### src/rtl/npu_dot_tree_acc_pkg.sv
// Shared types and elaboration helpers for the Booth/CSA dot-product accumulator.
// The CSA helpers describe a 3:2 reduction tree as one flat node array, level by level.
package npu_tree_pkg;

    typedef enum logic [2:0] {
        ZERO = 3'b000,
        P1   = 3'b001,
        P2   = 3'b010,
        M1   = 3'b101,
        M2   = 3'b110
    } booth_digit_e;

    typedef struct packed {
        logic       neg;
        logic [1:0] mag;
    } booth_code_t;

    function automatic int clog2(input int v);
        int r;
        r = 0;
        while ((1 << r) < v) r++;
        return r;
    endfunction

    // Exact signed width of one lane product / of the full dot product.
    function automatic int dwpp(input int dwa, input int dwb);
        return dwa + dwb + 2;
    endfunction

    function automatic int dwdot(input int dwa, input int dwb, input int lanes);
        return dwpp(dwa, dwb) + clog2(lanes);
    endfunction

    localparam int DWPP  = dwpp(8, 8);
    localparam int DWDOT = dwdot(8, 8, 8);

    function automatic booth_digit_e booth_enc(input logic [2:0] bits);
        case (bits)
            3'b001, 3'b010: return P1;
            3'b011:         return P2;
            3'b100:         return M2;
            3'b101, 3'b110: return M1;
            default:        return ZERO;
        endcase
    endfunction

    // Row count after lvl 3:2 levels, starting from n rows.
    function automatic int csa_cnt(input int n, input int lvl);
        int c;
        c = n;
        for (int unsigned i = 0; i < unsigned'(lvl); i++) c = 2 * (c / 3) + c % 3;
        return c;
    endfunction

    function automatic int csa_levels(input int n);
        int c;
        int l;
        c = n;
        l = 0;
        while (c > 2) begin
            c = 2 * (c / 3) + c % 3;
            l++;
        end
        return l;
    endfunction

    function automatic int csa_off(input int n, input int lvl);
        int o;
        o = 0;
        for (int unsigned i = 0; i < unsigned'(lvl); i++) o += csa_cnt(n, int'(i));
        return o;
    endfunction

endpackage

### src/rtl/npu_dot_tree_acc_booth_pp_lane.sv
// One MAC lane: radix-4 Booth recoding of the weight into DWB/2+1 partial-product rows.
// Negated rows are one's complemented; their +1 corrections are gathered into o_neg.
module npu_booth_pp_lane
    import npu_tree_pkg::*;
#(
    parameter int DWA = 8,
    parameter int DWB = 8,
    parameter int W   = 21
) (
    input  logic [DWA-1:0]           i_act,
    input  logic [DWB-1:0]           i_wgt,
    input  logic                     i_signed,
    output logic [DWB/2:0][W-1:0]    o_pp,
    output logic [W-1:0]             o_neg
);

    localparam int NDIG = DWB / 2 + 1;

    logic [W-1:0]   w_ax;
    logic [DWB+2:0] w_b;

    // Extra operand bit makes unsigned full-scale values representable as signed.
    assign w_ax = W'($signed({i_signed & i_act[DWA-1], i_act}));
    assign w_b  = {{2{i_signed & i_wgt[DWB-1]}}, i_wgt, 1'b0};

    always_comb begin : p_rows
        booth_code_t  w_code;
        logic [W-1:0] w_mag;
        o_pp  = '0;
        o_neg = '0;
        for (int unsigned j = 0; j < NDIG; j++) begin
            w_code = booth_code_t'(booth_enc(w_b[2*j+2 -: 3]));
            case (w_code.mag)
                2'd1:    w_mag = w_ax;
                2'd2:    w_mag = w_ax << 1;
                default: w_mag = '0;
            endcase
            o_pp[j]      = (w_code.neg ? ~w_mag : w_mag) << (2 * j);
            o_neg[2 * j] = w_code.neg;
        end
    end

endmodule

### src/rtl/npu_dot_tree_acc.sv
// N-lane Booth dot product with a 3:2 CSA tree and a multi-beat signed accumulator.
// Three stages (input reg, PP+compress, CPA+accumulate) share one global stall.
module npu_dot_tree_acc
    import npu_tree_pkg::*;
#(
    parameter int LANES = 8,
    parameter int DWA   = 8,
    parameter int DWB   = 8,
    parameter int DWACC = 32,
    parameter int SAT   = 1
) (
    input  logic                   clk,
    input  logic                   rst_n,
    input  logic                   in_valid,
    output logic                   in_ready,
    input  logic [LANES*DWA-1:0]   in_data,
    input  logic [LANES*DWB-1:0]   in_para,
    input  logic                   is_signed,
    input  logic                   acc_first,
    input  logic                   acc_last,
    output logic                   out_valid,
    input  logic                   out_ready,
    output logic [DWACC-1:0]       out_result,
    output logic                   out_ovf
);

    localparam int WT    = dwdot(DWA, DWB, LANES);
    localparam int NDIG  = DWB / 2 + 1;
    localparam int RPL   = NDIG + 1;
    localparam int NROW  = LANES * RPL;
    localparam int NLVL  = csa_levels(NROW);
    localparam int NNODE = csa_off(NROW, NLVL) + 2;

    logic                 w_adv;
    logic                 r_s1_valid, r_s1_signed, r_s1_first, r_s1_last;
    logic [LANES*DWA-1:0] r_s1_data;
    logic [LANES*DWB-1:0] r_s1_para;
    logic                 r_s2_valid, r_s2_first, r_s2_last;
    logic [WT-1:0]        r_s2_sum, r_s2_carry;
    logic [DWACC-1:0]     r_acc, r_out_result;
    logic                 r_sticky, r_out_valid, r_out_ovf;

    assign w_adv      = ~r_out_valid | out_ready;
    assign in_ready   = w_adv;
    assign out_valid  = r_out_valid;
    assign out_result = r_out_result;
    assign out_ovf    = r_out_ovf;

    always_ff @(posedge clk or negedge rst_n) begin
        if (!rst_n) begin
            r_s1_valid  <= 1'b0;
            r_s1_signed <= 1'b0;
            r_s1_first  <= 1'b0;
            r_s1_last   <= 1'b0;
            r_s1_data   <= '0;
            r_s1_para   <= '0;
        end else if (w_adv) begin
            r_s1_valid  <= in_valid;
            r_s1_signed <= is_signed;
            r_s1_first  <= acc_first;
            r_s1_last   <= acc_last;
            r_s1_data   <= in_data;
            r_s1_para   <= in_para;
        end
    end

    logic [LANES-1:0][NDIG-1:0][WT-1:0] w_pp;
    logic [LANES-1:0][WT-1:0]           w_neg;
    logic [WT-1:0]                      w_node [NNODE];

    for (genvar l = 0; l < LANES; l++) begin : g_lane
        npu_booth_pp_lane #(.DWA(DWA), .DWB(DWB), .W(WT)) u_lane (
            .i_act    (r_s1_data[l*DWA +: DWA]),
            .i_wgt    (r_s1_para[l*DWB +: DWB]),
            .i_signed (r_s1_signed),
            .o_pp     (w_pp[l]),
            .o_neg    (w_neg[l])
        );
        for (genvar j = 0; j < NDIG; j++) begin : g_row
            assign w_node[l*RPL + j] = w_pp[l][j];
        end
        assign w_node[l*RPL + NDIG] = w_neg[l];
    end

    // Each level packs groups of three rows into sum/carry; leftover rows pass through.
    for (genvar v = 0; v < NLVL; v++) begin : g_lvl
        localparam int C  = csa_cnt(NROW, v);
        localparam int O  = csa_off(NROW, v);
        localparam int ON = csa_off(NROW, v + 1);
        localparam int G  = C / 3;
        for (genvar g = 0; g < G; g++) begin : g_csa
            logic [WT-1:0] w_x, w_y, w_z;
            assign w_x = w_node[O + 3*g];
            assign w_y = w_node[O + 3*g + 1];
            assign w_z = w_node[O + 3*g + 2];
            assign w_node[ON + 2*g]     = w_x ^ w_y ^ w_z;
            assign w_node[ON + 2*g + 1] = {(w_x[WT-2:0] & w_y[WT-2:0]) |
                                           (w_x[WT-2:0] & w_z[WT-2:0]) |
                                           (w_y[WT-2:0] & w_z[WT-2:0]), 1'b0};
        end
        for (genvar r = 0; r < C % 3; r++) begin : g_pass
            assign w_node[ON + 2*G + r] = w_node[O + 3*G + r];
        end
    end

    always_ff @(posedge clk or negedge rst_n) begin
        if (!rst_n) begin
            r_s2_valid <= 1'b0;
            r_s2_first <= 1'b0;
            r_s2_last  <= 1'b0;
            r_s2_sum   <= '0;
            r_s2_carry <= '0;
        end else if (w_adv) begin
            r_s2_valid <= r_s1_valid;
            r_s2_first <= r_s1_first;
            r_s2_last  <= r_s1_last;
            r_s2_sum   <= w_node[NNODE-2];
            r_s2_carry <= w_node[NNODE-1];
        end
    end

    logic [WT-1:0]    w_dot;
    logic [DWACC-1:0] w_dot_acc, w_base, w_res;
    logic [DWACC:0]   w_sum;
    logic             w_ovf, w_sticky;

    assign w_dot     = r_s2_sum + r_s2_carry;
    assign w_dot_acc = DWACC'($signed(w_dot));
    assign w_base    = r_s2_first ? '0 : r_acc;
    assign w_sum     = {w_base[DWACC-1], w_base} + {w_dot_acc[DWACC-1], w_dot_acc};
    assign w_ovf     = w_sum[DWACC] ^ w_sum[DWACC-1];
    assign w_sticky  = (r_s2_first ? 1'b0 : r_sticky) | w_ovf;

    always_comb begin
        w_res = w_sum[DWACC-1:0];
        if (w_ovf && SAT != 0) begin
            w_res = w_sum[DWACC] ? {1'b1, {(DWACC-1){1'b0}}} : {1'b0, {(DWACC-1){1'b1}}};
        end
    end

    // Emitting clears acc, so a following beat without acc_first starts from zero.
    always_ff @(posedge clk or negedge rst_n) begin
        if (!rst_n) begin
            r_acc        <= '0;
            r_sticky     <= 1'b0;
            r_out_valid  <= 1'b0;
            r_out_result <= '0;
            r_out_ovf    <= 1'b0;
        end else if (w_adv) begin
            r_out_valid <= r_s2_valid & r_s2_last;
            if (r_s2_valid) begin
                if (r_s2_last) begin
                    r_out_result <= w_res;
                    r_out_ovf    <= w_sticky;
                    r_acc        <= '0;
                    r_sticky     <= 1'b0;
                end else begin
                    r_acc    <= w_res;
                    r_sticky <= w_sticky;
                end
            end
        end
    end

endmodule

### config.mk
export PLATFORM = sky130hd
export DESIGN_NAME = npu_dot_tree_acc
export DESIGN_NICKNAME = d
export VERILOG_FILES = /design/src/rtl/npu_dot_tree_acc_pkg.sv /design/src/rtl/npu_dot_tree_acc_booth_pp_lane.sv /design/src/rtl/npu_dot_tree_acc.sv
export SDC_FILE = /design/constraint.sdc
export NUM_CORES = 2
export LEC_CHECK = 0
export ABC_AREA = 1
export BUFFER_PORTS_ARGS = -buffer_cell sky130_fd_sc_hd__buf_4
export CAP_MARGIN = 5
export CELL_PAD_IN_SITES_DETAIL_PLACEMENT = 2
export CELL_PAD_IN_SITES_GLOBAL_PLACEMENT = 2
export CORE_MARGIN = 4
export CORE_UTILIZATION = 36
export DETAILED_ROUTE_END_ITERATION = 12
export PLACE_DENSITY = 0.88
export SYNTH_ARGS = -nofsm -noshare
export SYNTH_HDL_FRONTEND = slang
export SYNTH_SLANG_ARGS = --single-unit
### constraint.sdc
create_clock -name clk -period 7.4 [get_ports clk]
set_input_delay 0.74 -clock clk [delete_from_list [all_inputs] [get_ports clk]]
set_output_delay 0.74 -clock clk [all_outputs]
set_load 0.03 [all_outputs]
==> impl_metrics.toml <==
[clocking]
cts_buffers = 36
worstSkewPairLatency_ps = 650
cts-htree-levels = 2
cts_hold_buf = 0
root_buffer = "clkbuf_16"
cts_sinks = 241
clkTransAtPathRegs_ps = 70
tritoncts = "built"
cts_buffer_depth = 3

[setup_path]
crit_path_end_kind = "register"
path_class = "reg -> reg"
worstPathRequired_ps = 7980
crit_arrival_ps = 8680
cp-start-kind = "register"
path_max_fanout = 9

[logic_synthesis]
ys_ff_latch = 241
synth_area_per_cell_um2 = 8.26
yosysUniqueCellTypes = 48
synth_edf_count = 0
syn_area_mm2 = 0.0352
ys_top_cells_by_count = "907 x nand2_1, 892 x inv_1, 509 x fa_1"
synth_top_cell_by_area = "fa_1"
netlist.area_leader.share = 0.289
synth-seq-area-share = 0.171
synthCells = 4266
synthTopCellsByArea = "fa_1 29%, dfrtp_1 17%, ha_1 9.9%"
yosys.cell_count.top_type = "nand2_1"
ys_async_sr_fraction = 1.00
ys.flop_type = "dfrtp_1"
ys_warn_count = 0

[floorplanning]
fp-row-count = 114
fp.dieW_um = 321
initial_core_util = 0.364
core-area_mm2 = 0.0969
chipHeight_um = 321
pin_count = 170
die_area_mm2 = 0.103

[timing]
relSlewSlack = 0.211
drv_slew = 0
rsz0062_at_grt = "true"
timing.final.crit_period_ps = 8100
tightest_slew_ps = 1180
finalCritPeriodShare = 1.09
clock_skew_ps = 44.7
hold-worst-slack_ps = 117
hold_viol_final = 0
setup_slack_ps = -701
setup_violations = 32
max_freq_mhz = 123

[outcome]
violations = "negative setup slack"
status = "complete, but fails checks"

[worst_hold_path]
hp-class = "in -> async"

[layout]
syn_to_final_growth_pct = 13.9
layout-drive-gt1-share = 0.115
fillers = 10723
fin_nets = 5392
final_cell_area_mm2 = 0.0401

[route]
drtPass1Iterations = 6
drtIter0Drc = 3270
drc = 0
vias = 34172
post_drt_wl_per_cell_um = 33.4
drt-total-wl_um = 193000
detail-route-antenna-nets = 0
via_per_inst = 5.91

[global_route]
grt_pass1_vias = 38194
grt_usage = 0.334
antenna_found_initial = 18
grt_max_degree = 152
grt_pass1_wl_um = 254000
grt_overflow = 0

[flow_run]
cap_violations = 0

[placed_design]
place_ws_ps = -245
gp_congestion = 0.913
dpl_cell_area_mm2 = 0.0381
numPortBuffers = 169
dp_hpwl_um = 122000
state kept, by name, summed over array words and instances (netlist names):
| register | count |
|---|---|
| r_s1_signed | 1 |
| out_ovf | 1 |
| r_s1_para | 64 |
| out_result | 32 |
| r_s2_carry | 18 |
| r_s2_first | 1 |
| r_s1_data | 64 |
| r_s1_last | 1 |
| r_s2_sum | 21 |
| r_sticky | 1 |
| r_s1_first | 1 |
| r_s2_last | 1 |
| r_acc | 32 |
| r_s1_valid | 1 |
| out_valid | 1 |
| r_s2_valid | 1 |
routing by layer:
metal,track usage,wire (um)
met5,0,105
met4,0.274,23000
met3,0.0805,17400
met2,0.578,88900
met1,0.344,63500
cells in the final DEF (no fill, tap or decap), types with 9 or more instances in the layout:
cell	n
ha_1	273
nor2_2	22
nor3_1	13
o22ai_1	198
nand2_1	905
clkinv_2	9
o21bai_1	10
inv_1	862
xnor2_1	76
o21ai_0	158
clkbuf_16	36
nor2_1	214
nand3_1	49
clkinv_1	43
xor2_1	262
buf_4	252
dfrtp_1	235
conb_1	10
clkinvlp_4	13
a21oi_1	58
o21ai_1	26
diode_2	11
nand2_2	30
o211ai_1	26
xor2_2	11
fa_1	479
inv_2	41
a32oi_1	38
fa_2	30
cell type report:
cell class	instances	area [um2]	share of cell area
antenna	11	27.5	0.000686
clock buffer	43	947	0.0236
clock inverter	20	256	0.00639
inverter	962	3660	0.0913
multi-input combinational	2970	25600	0.638
sequential	241	6040	0.150
tap	1276	1600	0.0398
timing repair buffer	258	2010	0.0500
what timing repair did:
action,4_1_cts,5_1_grt
pin swaps,13,66
setup endpoints to repair,27,32
gates cloned,0,0
buffers inserted,6,36
resized for setup,44,121
stage by stage:
| stage | utilization | instances | setup TNS (ps) |
|---|---|---|---|
| after floorplan | - | 4274 | 0 |
| after global placement | 0.393 | 5664 | 0 |
| after detailed placement | 0.393 | 5664 | -1030 |
| after CTS | 0.407 | 5733 | 0 |
| after global routing | 0.414 | 5770 | -14560 |
| final | 0.414 | 5781 | -12660 |
cell families (layout without fill, tap and decap cells):
logic type | count (synthesis) | count (layout) | synth area share
buffers and inverters | 1063 | 1283 | 0.115
other | 2 | 21 | 0.000213
XOR/XNOR | 354 | 354 | 0.0880
flip-flops | 241 | 241 | 0.171
AND/OR/NAND/NOR | 1273 | 1273 | 0.144
adder cells (fa/ha/maj) | 789 | 789 | 0.389
AO/OA/AOI/OAI | 544 | 544 | 0.0928
final timing paths:
kind,start,endpoint,slack [ps],cells past startpoint
min in group clk,in_data[37],r_s1_data[37]$_DFFE_PN0N_,290,3
min,rst_n,r_acc[3]$_DFFE_PN0P_,120,1
max in group asynchronous,rst_n,r_s1_para[28]$_DFFE_PN0N_,5920,2
max,r_s1_para[11]$_DFFE_PN0N_,r_s2_sum[13]$_DFFE_PN0N_,-700,22
max reg2reg,r_s1_para[11]$_DFFE_PN0N_,r_s2_sum[13]$_DFFE_PN0N_,-700,22
min reg2reg,out_result[7]$_DFFE_PN0P_,out_result[7]$_DFFE_PN0P_,480,2
critical path, cell delays in order (launching register included):
cell and delay, ps:
dfrtp_1 470, inv_2 110, nand2_1 130, o21ai_2 80, ha_1 330, buf_4 130
clkinv_1 260, a32oi_1 450, xor2_1 350, fa_1 550, fa_1 510, fa_1 660
fa_2 550, inv_1 420, fa_1 570, inv_1 130, fa_1 450, fa_1 550
fa_1 510, inv_1 80, fa_1 520, nand2_1 90, nand2_1 150
Power is left out: the tool's default activity adds up to more than one toggle a clock period on the data nets, which glitch-free logic cannot reach.
